`src/rtl/fetch_redirect_ctrl.sv`:
```
// fetch_redirect_ctrl: arbitrates EX/ID PC redirects into fetch, holds them across stalls, squashes and counts
module fetch_redirect_ctrl #(
  parameter int ADDR_WIDTH = 26,
  parameter int FLUSH_CYCLES = 1,
  parameter int CNT_WIDTH = 16
) (
  input  logic                  clk,
  input  logic                  rst_n,
  input  logic                  i_stall,
  input  logic                  i_ex_redirect_valid,
  input  logic [ADDR_WIDTH-1:0] i_ex_redirect_pc,
  input  logic                  i_id_redirect_valid,
  input  logic [ADDR_WIDTH-1:0] i_id_redirect_pc,
  output logic                  o_load_we,
  output logic [ADDR_WIDTH-1:0] o_load_pc,
  output logic                  o_flush_if,
  output logic                  o_flush_id,
  output logic                  o_pending,
  output logic [CNT_WIDTH-1:0]  o_redirect_count,
  output logic [CNT_WIDTH-1:0]  o_squash_count
);
  typedef enum logic [1:0] {IDLE, HOLD, FLUSH} state_t;
  state_t state;
  logic [3:0] cnt;
  logic pend_src;
  logic [ADDR_WIDTH-1:0] pend_pc;
  logic hold, flush, id_take, squash, cand_v, cand_src, issue;
  logic [ADDR_WIDTH-1:0] cand_pc;
  // An ID request is only usable in IDLE, or in HOLD when it replaces an older ID entry
  always_comb begin
    hold = state == HOLD;
    flush = state == FLUSH;
    id_take = i_id_redirect_valid & ~i_ex_redirect_valid & (state == IDLE | (hold & ~pend_src));
    squash = i_id_redirect_valid & ~id_take;
    cand_v = i_ex_redirect_valid | id_take | hold;
    cand_src = i_ex_redirect_valid | (~id_take & pend_src);
    cand_pc = i_ex_redirect_valid ? i_ex_redirect_pc : id_take ? i_id_redirect_pc : pend_pc;
    issue = rst_n & cand_v & ~i_stall;
  end
  assign o_load_we = issue;
  assign o_load_pc = issue ? cand_pc : '0;
  assign o_flush_if = issue | (rst_n & flush);
  assign o_flush_id = issue & cand_src;
  assign o_pending = hold;
  always_ff @(posedge clk) begin
    if (!rst_n) begin
      state <= IDLE;
      cnt <= '0;
      pend_src <= 1'b0;
      pend_pc <= '0;
      o_redirect_count <= '0;
      o_squash_count <= '0;
    end else begin
      if (issue && o_redirect_count != '1) o_redirect_count <= o_redirect_count + 1'b1;
      if (squash && o_squash_count != '1) o_squash_count <= o_squash_count + 1'b1;
      if (issue) begin
        state <= FLUSH_CYCLES == 0 ? IDLE : FLUSH;
        cnt <= 4'(FLUSH_CYCLES);
        pend_src <= 1'b0;
        pend_pc <= '0;
      end else if (cand_v) begin
        state <= HOLD;
        pend_src <= cand_src;
        pend_pc <= cand_pc;
      end else if (flush && !i_stall) begin
        cnt <= cnt - 4'd1;
        if (cnt == 4'd1) state <= IDLE;
      end
    end
  end
endmodule

```
`config.mk`:
```
export PLATFORM = sky130hd
export DESIGN_NAME = fetch_redirect_ctrl
export DESIGN_NICKNAME = d
export VERILOG_FILES = /design/src/rtl/fetch_redirect_ctrl.sv
export SDC_FILE = /design/constraint.sdc
export NUM_CORES = 1
export LEC_CHECK = 0
export BUFFER_PORTS_ARGS = -buffer_cell sky130_fd_sc_hd__buf_2
export CORE_ASPECT_RATIO = 0.8
export CORE_MARGIN = 2
export CORE_UTILIZATION = 56
export CTS_BUF_LIST = sky130_fd_sc_hd__clkbuf_8
export CTS_CLUSTER_DIAMETER = 50
export DETAILED_ROUTE_END_ITERATION = 12
export GPL_TIMING_DRIVEN = 0
export PLACE_DENSITY = 0.89
export SYNTH_ARGS = -nofsm -noshare
export SYNTH_HDL_FRONTEND = slang
export SYNTH_SLANG_ARGS = --single-unit
export TNS_END_PERCENT = 100
```
`constraint.sdc`:
```
create_clock -name clk -period 3.3 [get_ports clk]
set_clock_uncertainty 0.1 [all_clocks]
set_input_delay 0 -clock clk [delete_from_list [all_inputs] [get_ports clk]]
set_output_delay 0 -clock clk [all_outputs]
set_load 0.01 [all_outputs]
```
==> qor.yml <==
status: "finished clean"
hold_depth: 4
drv_cap: 0
hold_viol_final: 0
worst_setup_path_start_kind: "register"
cts_setup_buffers: 0
placed_area_sq_um: 4120
critPathKind: "reg -> out"
max-vdd-ir-drop_mv: 0.318
crit_fanout: 10
fin_tns_setup_ns: 0
synth-edff-count: 0
rsz0062_at_grt: "false"
nFillCells: 394
whs_ns: 0.0288
clkLatencyLatePin_ns: 0.34
wl_per_cell_um: 16.2
maxSlewViolCount: 0
cts.clk_slew.worst_paths_ns: 0.07
p_per_area_nw_per_um2: 398
synth-seq-cells: 65
wl_um: 10700
leakage_nw: 2.00
cp.arrival_ns: 2.58
synth_nets: 476
fmax_ghz: 0.373
hold_path.class: "in -> reg"
vias: 3999
worstHoldEndpoint: "pend_pc[3]"
period_minus_slack_ns: 2.68
antenna_found_initial: 0
nets: 634
cts_max_path_buffers: 2
worstHoldStart: "i_id_redirect_pc[3]"
ys_async_sr_fraction_pct: 0
start_util_pct: 57.9
ctsResizeCount: 0
cts_root_buf: "clkbuf_8"
grt-ovfl-total: 0
die-area_sq_um: 6760
synth_area_sq_um: 3420
final-setup-viol-count: 0
fin_area_sq_um: 4600
ios: 119
die_w_um: 91.4
synthCells: 415
io_buffers: 118
drc: 0
antenna_left: 0
ff2ff_setup_slack_ns: 0.70
r2r-end: "state[1]"
worst_ep_required_time_ns: 3.20
area_delta_synth_final_pct: 34.4
register_area_sq_um: 1300
reg2reg_from: "state[0]"
numCtsBuffers: 9
synth.distinct_cells: 45
num_antenna_cells: 0
worstMarginPinSlew_ns: 0.709
core_area_sq_um: 5910
via_per_inst: 6.08
std_cell_rows: 25
drive_above_1_share_pct: 26.2
drt_iter0_drc: 280
cp-end-kind: "primary output"
fin_crit_sh_pct: 81.1
clock-sinks: 65
yosys_warnings: 0
dp_hpwl_um: 6880
seq_area_frac_synth_pct: 38.0
relSlewSlack_pct: 52.4
grtUsageTotal_pct: 30.2
multi_input_area_sq_um: 1980
grt_pass1_wl_um: 16500
setup_slack_ns: 0.622
htreeDepth: 3
postSynthAreaPerCell_sq_um: 8.25
grt_max_degree: 11
die_height_um: 73.9
cts_tree: "yes"
gp_congestion: 0.862
post-place-ws_ns: 1.13
reg2regPathDepth: 7
firstDrtPassIters: 5
grt_pass1_vias: 3644
synth_flop_cell: "dfxtp_1"
==> Yosys cell counts, types with 2 or more instances <==
cell       n  area (sq um)
a211oi_1  29           218
a21oi_1   17          85.1
a31oi_1    2          12.5
and3_1    29           181
and4_1     3          26.3
buf_2      7          35.0
clkbuf_1  19          71.3
dfxtp_1   65          1300
ha_1       4          50.1
inv_1      8          30.0
mux2i_1   14           140
nand2_1   32           120
nand2b_1   8          50.1
nand3_1    7          35.0
nand3b_1   2          15.0
nand4_1    9          56.3
nand4_2    3          37.5
nor2_1    10          37.5
nor2b_1   28           175
nor3_1    63           315
nor4_1     7          43.8
nor4b_1    3          26.3
o21ai_0    2          10.0
o31ai_1   10          75.1
o41ai_1    2          17.5
or3_1      3          18.8
or4_1     10          75.1
xor2_1     2          17.5
==> worst max path at each step <==
stage / slack [ns] / startpoint / to / cells past startpoint
2_1_floorplan: 1.35 / o_redirect_count[0] / o_redirect_count[12] / 6
3_3_place_gp: 1.19 / state[0] / o_load_pc[17] / 6
3_5_place_dp: 1.13 / state[0] / pend_pc[19] / 5
4_1_cts: 0.78 / state[0] / o_load_pc[19] / 6
5_1_grt: 0.55 / state[0] / o_load_pc[15] / 6
6_report: 0.62 / state[0] / o_load_pc[9] / 6
==> kinds of logic (layout without fill, tap and decap cells) <==
group	count (synthesis)	count (layout)	synth area share, %
multiplexers	14	14	4.09
flip-flops	65	65	38.0
adder cells (fa/ha/maj)	4	4	1.46
buffers and inverters	35	197	4.09
AO/OA/AOI/OAI	69	69	13.9
AND/OR/NAND/NOR	225	225	37.6
XOR/XNOR	3	3	0.768
==> power breakdown <==
part	internal [mW]	total [mW]	switching, mW
combinational	0.135	0.311	0.175
sequential	0.820	0.844	0.0239
clock	0.381	0.678	0.297
==> cell usage in the layout (no fill, tap or decap), drive strengths merged, types with 3 or more instances in the layout <==
cell | Yosys | routed
nand3 | 7 | 7
dlygate4sd3 | 0 | 29
or4 | 10 | 10
and3 | 29 | 29
a21oi | 17 | 17
a211oi | 29 | 29
nor3 | 64 | 64
nand2b | 8 | 8
clkinv | 1 | 3
or3 | 3 | 3
nand4 | 12 | 12
nor2b | 28 | 28
o21ai | 3 | 3
nand2 | 33 | 33
clkbuf | 19 | 30
mux2i | 14 | 14
o31ai | 10 | 10
ha | 4 | 4
nor2 | 10 | 10
nor4 | 8 | 8
dfxtp | 65 | 65
and4 | 4 | 4
inv | 8 | 9
buf | 7 | 125
nor4b | 4 | 4
==> sequential cells by signal, summed over array words and instances (netlist names) <==
name              flops
cnt                   4
o_redirect_count     16
o_squash_count       16
pend_pc              26
pend_src              1
state                 2
==> what timing repair did <==
item,in CTS,in global routing
hold buffers,29,0
setup endpoints to repair,0,0
endpoints found under the hold margin,28,0
==> metrics by stage <==
| stage | utilization [%] | instances | power (mW) |
|---|---|---|---|
| 2_1_floorplan | - | 415 | 1.02 |
| 3_3_place_gp | 69.6 | 614 | 1.12 |
| 3_5_place_dp | 69.6 | 614 | 1.13 |
| 4_1_cts | 77.8 | 658 | 1.82 |
| 5_1_grt | 77.8 | 658 | 1.90 |
| 6_report | 77.8 | 658 | 1.83 |
==> critical path, cell delays in order (launching register included) <==
cell and delay, ns:
dfxtp_1 0.40, a21oi_1 0.62, nand2_2 0.30, buf_2 0.27
a211oi_1 0.39, nor3_1 0.11, buf_2 0.16
==> routing by layer <==
layer | share of wire [%] | up-vias | global-route usage (%)
met2 | 48 | 224 | 50.7
met3 | 6.5 | 54 | 5.98
met4 | 4.3 | 0 | 16.3
li1 | - | 1874 | -
met1 | 42 | 1847 | 37.5
met5 | 0 | - | 0
==> cell type report <==
| cell class | instances | share of cell area (%) |
|---|---|---|
| Clock inverter | 4 | 0.952 |
| Inverter | 9 | 0.734 |
| Sequential cell | 65 | 28.3 |
| Tap cell | 81 | 2.20 |
| Multi-Input combinational cell | 315 | 43.1 |
| Timing Repair Buffer | 147 | 19.1 |
| Buffer | 26 | 2.31 |
| Clock buffer | 11 | 3.29 |
Note: power is estimated with default switching activity, not from simulation.
